==> src/rtl/uart_reg_bank.sv <==
// APB-side register bank for a UART: control, baud divisor, status with sticky
// error flags, TX/RX FIFO data ports and an interrupt enable register.
module uart_reg_bank #(
  parameter logic [15:0] BAUD_RST = 16'd54,
  parameter int          AW       = 8
) (
  input  logic        pclk,
  input  logic        preset,
  input  logic        wr_en_i,
  input  logic        rd_en_i,
  input  logic [31:0] addr_i,
  input  logic [31:0] wdata_i,
  output logic [31:0] rdata_o,
  output logic        pready_o,
  input  logic        tx_full_i,
  input  logic        tx_empty_i,
  output logic        tx_push_o,
  output logic [7:0]  tx_data_o,
  input  logic        rx_full_i,
  input  logic        rx_empty_i,
  input  logic [7:0]  rx_data_i,
  output logic        rx_pop_o,
  input  logic        rx_ovr_i,
  input  logic        perr_i,
  output logic        tx_en_o,
  output logic        rx_en_o,
  output logic        par_en_o,
  output logic        par_odd_o,
  output logic        stop2_o,
  output logic [15:0] baud_div_o,
  output logic        irq_o
);

  localparam logic [AW-1:0] OFF_CTRL = AW'(8'h00);
  localparam logic [AW-1:0] OFF_BAUD = AW'(8'h04);
  localparam logic [AW-1:0] OFF_STAT = AW'(8'h08);
  localparam logic [AW-1:0] OFF_TX   = AW'(8'h0C);
  localparam logic [AW-1:0] OFF_RX   = AW'(8'h10);
  localparam logic [AW-1:0] OFF_IER  = AW'(8'h14);

  logic [4:0]    ctrl_q;
  logic [15:0]   baud_q;
  logic [2:0]    ier_q;
  logic [2:0]    sticky_q;
  logic          mapped;
  logic [AW-1:0] off;
  logic          wr_ctrl, wr_baud, wr_stat, wr_tx, wr_ier;
  logic          rd_go, rd_rx;
  logic [2:0]    sticky_set, sticky_clr;
  logic [31:0]   rd_mux;
  logic          unused_wdata;

  assign unused_wdata = ^wdata_i[31:16];

  assign mapped  = (addr_i[31:AW] == '0) && (addr_i[1:0] == 2'b00);
  assign off     = addr_i[AW-1:0];
  assign wr_ctrl = wr_en_i && mapped && (off == OFF_CTRL);
  assign wr_baud = wr_en_i && mapped && (off == OFF_BAUD);
  assign wr_stat = wr_en_i && mapped && (off == OFF_STAT);
  assign wr_tx   = wr_en_i && mapped && (off == OFF_TX);
  assign wr_ier  = wr_en_i && mapped && (off == OFF_IER);
  // A write always takes priority over a colliding read strobe.
  assign rd_go   = rd_en_i && !wr_en_i;
  assign rd_rx   = rd_go && mapped && (off == OFF_RX) && !rx_empty_i;

  assign sticky_set = {wr_tx && tx_full_i, perr_i, rx_ovr_i};
  assign sticky_clr = wr_stat ? wdata_i[6:4] : 3'b000;

  always_comb begin
    rd_mux = 32'd0;
    if (mapped) begin
      case (off)
        OFF_CTRL: rd_mux = {27'd0, ctrl_q};
        OFF_BAUD: rd_mux = {16'd0, baud_q};
        OFF_STAT: rd_mux = {25'd0, sticky_q, rx_empty_i, rx_full_i, tx_empty_i, tx_full_i};
        OFF_RX:   rd_mux = rx_empty_i ? 32'd0 : {24'd0, rx_data_i};
        OFF_IER:  rd_mux = {29'd0, ier_q};
        default:  rd_mux = 32'd0;
      endcase
    end
  end

  always_ff @(posedge pclk) begin
    if (preset) begin
      ctrl_q    <= '0;
      baud_q    <= BAUD_RST;
      ier_q     <= '0;
      sticky_q  <= '0;
      rdata_o   <= '0;
      pready_o  <= 1'b0;
      tx_push_o <= 1'b0;
      tx_data_o <= '0;
      rx_pop_o  <= 1'b0;
      irq_o     <= 1'b0;
    end else begin
      pready_o  <= 1'b1;
      if (wr_ctrl) ctrl_q <= wdata_i[4:0];
      if (wr_baud) baud_q <= wdata_i[15:0];
      if (wr_ier)  ier_q  <= wdata_i[2:0];
      // Set beats clear when both land in the same cycle.
      sticky_q  <= (sticky_q & ~sticky_clr) | sticky_set;
      tx_push_o <= wr_tx && !tx_full_i;
      if (wr_tx && !tx_full_i) tx_data_o <= wdata_i[7:0];
      rx_pop_o  <= rd_rx;
      if (rd_go) rdata_o <= rd_mux;
      irq_o     <= (ier_q[0] & tx_empty_i) | (ier_q[1] & ~rx_empty_i) |
                   (ier_q[2] & |sticky_q);
    end
  end

  assign tx_en_o    = ctrl_q[0];
  assign rx_en_o    = ctrl_q[1];
  assign par_en_o   = ctrl_q[2];
  assign par_odd_o  = ctrl_q[3];
  assign stop2_o    = ctrl_q[4];
  assign baud_div_o = baud_q;

endmodule

==> config.mk <==
export PLATFORM = sky130hd
export DESIGN_NAME = uart_reg_bank
export DESIGN_NICKNAME = d
export VERILOG_FILES = /design/src/rtl/uart_reg_bank.sv
export SDC_FILE = /design/constraint.sdc
export NUM_CORES = 1
export LEC_CHECK = 0
export CELL_PAD_IN_SITES_DETAIL_PLACEMENT = 0
export CELL_PAD_IN_SITES_GLOBAL_PLACEMENT = 1
export CORE_MARGIN = 3
export CORE_UTILIZATION = 49
export CTS_BUF_LIST = sky130_fd_sc_hd__clkbuf_4
export CTS_CLUSTER_DIAMETER = 50
export DETAILED_ROUTE_END_ITERATION = 12
export DONT_BUFFER_PORTS = 1
export PLACE_DENSITY_LB_ADDON = 0.1
export SYNTH_ARGS = -nofsm -noshare
export SYNTH_HDL_FRONTEND = slang
export SYNTH_SLANG_ARGS = --single-unit
==> constraint.sdc <==
create_clock -name pclk -period 3.3 [get_ports pclk]
set_input_delay 0.66 -clock pclk [delete_from_list [all_inputs] [get_ports pclk]]
set_output_delay 0.66 -clock pclk [all_outputs]
set_load 0.1 [all_outputs]
* Word level (Yosys, flattened, before mapping)
Index checks and enable logic that the tools add are counted.
** Cells by class
- Muxes and demuxes :: 5
- Multipliers :: 0
- Order comparisons :: 0
- Reductions and logical operators :: 20
- $add $sub $neg :: 0
- Equality and inequality tests :: 5
- Bitwise logic cells :: 9
- Div/mod/pow operators :: 0
- Shift-type cells :: 0
** Operators with widths (count)
- $pmux W16 S5 :: 1
- $logic_not A24 Y1 :: 1
- $eq A8 B4 Y1 const B :: 2
- $eq A8 B5 Y1 const B :: 2
- $mux W16 :: 1
- $logic_and A1 B1 Y1 :: 13
- $eq A8 B3 Y1 const B :: 1
- $logic_not A8 Y1 :: 1
- $mux W8 :: 1
- $and A1 B1 Y1 :: 3
- $and A3 B3 Y3 :: 1
- $logic_not A1 Y1 :: 3
- $mux W3 :: 1
- $not A3 Y3 :: 1
- $or A3 B3 Y3 :: 1
- $reduce_or A3 Y1 :: 1
- $logic_not A2 Y1 :: 1
- $or A1 B1 Y1 :: 2
- $mux W1 :: 1
- $not A1 Y1 :: 1
** Word-level totals
- Memories :: 0
- Input port bits :: 82
- ROM bits :: 0
- Bits in latches :: 0
- Output and inout port bits :: 65
- Bits in registers :: 71
- Memory bits (writable) :: 0

* Logic depth before layout (Yosys ltp)
- Depth after elaboration :: 8
- Mapped depth :: 7
- Mapped depth without buffers :: 5

* Worst setup path before layout
Ideal clock, no wire load.
- Path kind :: input -> register
- From :: input port addr_i[17]
- To :: register rdata_o[7]
- Data arrival time :: 2277 ps
- Setup slack :: 951 ps
- Library setup time :: 71 ps
- Path buffers :: 1
- Stages :: 6
- Cell sequence :: nor4_2 -> nand4_2 -> or4b_1 -> or3_1 -> buf_2 -> o21ai_1
** On the way
- Longest elaborated chain between the ends :: 3
** Ends and longest elaborated chain
- start, declared :: RTL line 11 : input logic [31:0] addr_i,
- $logic_not A24 Y1 :: RTL line 55 : assign mapped = (addr_i[31:AW] == '0) && (addr_i[1:0] == 2'b00);
- $logic_and A1 B1 Y1 :: RTL line 55
- $mux W16 :: RTL line 71 : if (mapped) begin
- end signal, assigned :: RTL line 105 : if (rd_go) rdata_o <= rd_mux;
- end, declared :: RTL line 13 : output logic [31:0] rdata_o,
No other way between the ends.
A chain may end at the register's enable or synchronous reset.

* Worst setup path after layout
- From :: input port addr_i[5]
- To :: register tx_data_o[2]
** On the way
- Longest elaborated chain between the ends :: 3
** Ends and longest elaborated chain
- $eq A8 B4 Y1 :: RTL line 60 : assign wr_tx = wr_en_i && mapped && (off == OFF_TX);
- $logic_and A1 B1 Y1 :: RTL line 60
- $logic_and A1 B1 Y1 :: RTL line 103 : if (wr_tx && !tx_full_i) tx_data_o <= wdata_i[7:0];
- end signal, assigned :: RTL line 103
- end, declared :: RTL line 18 : output logic [7:0] tx_data_o,
No other way between the ends.

==> results.md <==
- The run finished with clean final reports.
- In this run the worst hold path is classified as input port to flip-flop.
- The floorplan step defined a die boundary enclosing about 6000 um^2.
- The endpoint class of the critical path is a flip-flop.
- The library cell with the highest instance count after synthesis is sky130_fd_sc_hd__dfxtp_1.
- The core region is 4790 um^2.
- The count of flip-flops with a built-in enable after synthesis is 0.
- Counting the fill cells in the layout gives 500.
- The average wire per cell in the routed design is 17.5 um.
- Of the post-synthesis cell area, the dominant cell type holds 0.450.
- Traced cell by cell, the critical path runs through nor4_1 > nand2_1 > nor4_2 > buf_4 > mux2i_1 > nor2_1.
- The total power draw is 1.08 mW.
- Routability-driven placement finished with a final weighted congestion of 0.747.
- The most critical setup path has its startpoint at addr_i[5].
- The net count of the finished layout is 348.
- Ranked by instance count, the synthesized netlist is headed by 55 x sky130_fd_sc_hd__dfxtp_1, 51 x sky130_fd_sc_hd__nor2_1, 33 x sky130_fd_sc_hd__mux2i_1.
- 147 I/O pins were placed.
- The launching element type of the critical path is an input port.
- The critical path in this run is classified as input port to flip-flop.
- The finished cells cover 2520 um^2.
- The synthesized flop and latch total is 55.
- The wire length on met2 is 2.58 mm.
- The count of unresolved DRC violations after routing is 0.
- The first detailed-routing pass took 4 iterations.
- The detailed router put a total of 2.63 mm of wire on met1.
- The share of flip-flops with an asynchronous set or reset is 0.
- The CTS clock-pin slew for the worst setup and hold paths is 0.16 ns.
- The number of max-slew violations in the final report is 0.
- In this run, distinct cell masters in the synthesized netlist total 38.
- From synthesis to final layout, the design area changed by 2.97%.
- The overall die height is 76.6 um.
- The count of instances resized after the clock tree is built is 0.
- The leakage power total is 0.892 nW.
- After synthesis the cells add up to 2440 um^2.
- In the final timing run, aggregate negative setup slack is 0 ns.
- The tool flagged a number of max-cap violations equal to 0.
- The latest clock arrival within the worst-skew pair is 0.38 ns.
- The slowest cell on the critical path is sky130_fd_sc_hd__nor4_1.
- The number of vias after detailed routing is between 1500 and 2000.
- The root buffer cell chosen for the clock tree is sky130_fd_sc_hd__clkbuf_4.
- A synthesized cell averages ~9 um^2.
- Setup repair after global routing left no endpoint under its margin.
- After global routing the overflow that remains totals 0.
- Clock tree synthesis inserted a total of 5 buffers.
- The initial core utilization is 0.511.
- The worst pin sits at a relative slew slack of 0.300.
- The start of the worst register-to-register path is ctrl_q[4].
- The cell count after synthesis is 269.
- The number of setup violations in the final report is 0.
- After layout, the minimum clock period comes to approximately 2.3 ns.
- At the worst endpoint, the arrival time is 2.61 ns.
- The detailed router finished its first iteration with around 100 violations.
- The post-detailed-routing wire length is 5.85 mm.
- The part of the cycle the worst path needs is 0.704.
- Hold timing on the final database bottoms out at a slack of 0.331 ns.
- During synthesis, Yosys emitted a total of 0 warnings.
- Row generation in the floorplan step produced 25 rows.
- Buffers inserted to repair hold after CTS numbered 0.
- The cell type with the largest total area after synthesis is sky130_fd_sc_hd__dfxtp_1.
- In the global route stage, overall resource usage came out at 0.199.
- TritonCTS built the clock tree.
- The detail route stage leaves a number of antenna-violating nets equal to 0.
- At the pin with the least slew margin, the transition time is about 1.0 ns.
- The final hold violation count came to 0.
- Counting every sink on the clock net gives 55.
- In this run the cell area measured after placement is 2460 um^2.
- The largest net degree at the start of global routing is 53.
- The highest metal layer with signal wires is met4.
- The number of antenna violations at the first check in global routing was 0.
- The ratio of cells with drive above 1 in the final layout is 0.0899.
- In the routed layout, each cell is associated on average with a via count of 5.55.
- The worst stage delay on the critical path is 0.56 ns.
- The clock tree synthesis step divided the H-tree into 2 levels.
- The first global-routing pass estimated 9.36 mm of wire.
- For this design the ratio of total power to cell area is 428 nW/um^2.
- The worst endpoint required time is 3.59 ns.
- The half-perimeter wire length after detailed placement is 4.38 mm.
- Of all nets on the critical path, the largest fanout is 7.
- The total inserted antenna cells is 0.
- The startpoint identified for the worst hold timing path is preset.
- After synthesis, the cell types taking the most area are sky130_fd_sc_hd__dfxtp_1 45%, sky130_fd_sc_hd__mux2i_1 14%, sky130_fd_sc_hd__nor2_1 7.8%.
- The via count of the first global-routing pass is 1799.
- Port buffering added 0 buffers.
- Measured along the x axis, the die boundary spans 76.6 um.
- Buffers added to address setup during post-CTS repair amount to 0.
- IR analysis of the VDD net gives a maximum drop of 0.212 mV.
- Derived from the worst setup path, the maximum achievable clock frequency is 431 MHz.
- In the synthesized netlist the dominant register cell turns out to be sky130_fd_sc_hd__dfxtp_1.
- The sequential cell area fraction in the yosys report is 0.450.
- The detailed route wirelength on metal3 is 561 um.
- The clock passes through at most 2 buffers.
- The setup skew after layout is 0.0110 ns.
[cell families after synthesis]
family	Yosys count	share of synthesized area
AOI/OAI and AO/OA	38	0.107
buffers and inverters	35	0.0809
DFF	55	0.450
muxes	33	0.135
other	1	0.00153
and+or+nand+nor	107	0.225
[through the flow]
step	util	setup slack, ns	std cells
floorplan	-	0.951	284
global placement	0.515	0.550	326
detailed placement	0.515	0.570	326
CTS	0.526	0.977	334
global route	0.526	0.827	334
finish	0.526	0.978	334
[per-layer routing]
layer / global-route usage / vias to the layer above
met2: 0.303 / 75
met5: 0 / -
met1: 0.259 / 853
met4: 0.0562 / 0
met3: 0.0839 / 7
li1: - / 918
[path summary, 6_finish.rpt]
path | end | slack (ns) | cells past startpoint
setup / recovery | tx_data_o[2] | 0.98 | 6
hold / removal | rdata_o[9] | 0.33 | 1
setup reg to reg | rdata_o[4] | 1.52 | 5
hold reg to reg | sticky_q[0] | 0.52 | 2
[where the power goes]
part	internal (mW)	switching, mW	leakage, nW
Sequential	0.667	0.00637	0.444
Combinational	0.0162	0.0939	0.415
Clock	0.0829	0.211	0.0330
Total	0.766	0.311	0.892
[worst max-delay path, delay by kind of cell]
family        cells  cell delay [ns]
buf+inv           1             0.28
simple gates      4             1.48
mux               1             0.20
[layout make-up]
type,count,area (um^2),area share
clock buffer,5,37.5,0.0149
tap,67,83.8,0.0333
multi-input combinational,194,1210,0.482
sequential,55,1100,0.437
clock inverter,3,17.5,0.00696
inverter,3,11.3,0.00447
timing repair buffer,7,52.6,0.0209
[flip-flops by register name, summed over array words and instances (netlist names)]
| signal | count |
|---|---|
| rx_pop_o | 1 |
| rdata_o | 16 |
| ier_q | 3 |
| sticky_q | 3 |
| pready_o | 1 |
| ctrl_q | 5 |
| tx_data_o | 8 |
| irq_o | 1 |
| tx_push_o | 1 |
| baud_div_o | 16 |
[layout by cell type, fill, tap and decap left out, types with 4 or more instances in the layout]
cell                        synthesis  layout
sky130_fd_sc_hd__a21oi_1            7       7
sky130_fd_sc_hd__a221oi_1           4       4
sky130_fd_sc_hd__a22oi_1            9       9
sky130_fd_sc_hd__a2bb2oi_1          4       4
sky130_fd_sc_hd__buf_4             16       7
sky130_fd_sc_hd__clkbuf_4           0       5
sky130_fd_sc_hd__conb_1             1      16
sky130_fd_sc_hd__dfxtp_1           55      55
sky130_fd_sc_hd__mux2i_1           33      33
sky130_fd_sc_hd__nand2_1           12      12
sky130_fd_sc_hd__nand3_1            4       4
sky130_fd_sc_hd__nor2_1            51      51
sky130_fd_sc_hd__nor3_1             9       8
sky130_fd_sc_hd__nor4_1             8       7
sky130_fd_sc_hd__nor4_2             4       5
sky130_fd_sc_hd__o21ai_1            8       8
No activity file was read; power rests on OpenSTA's default activity.
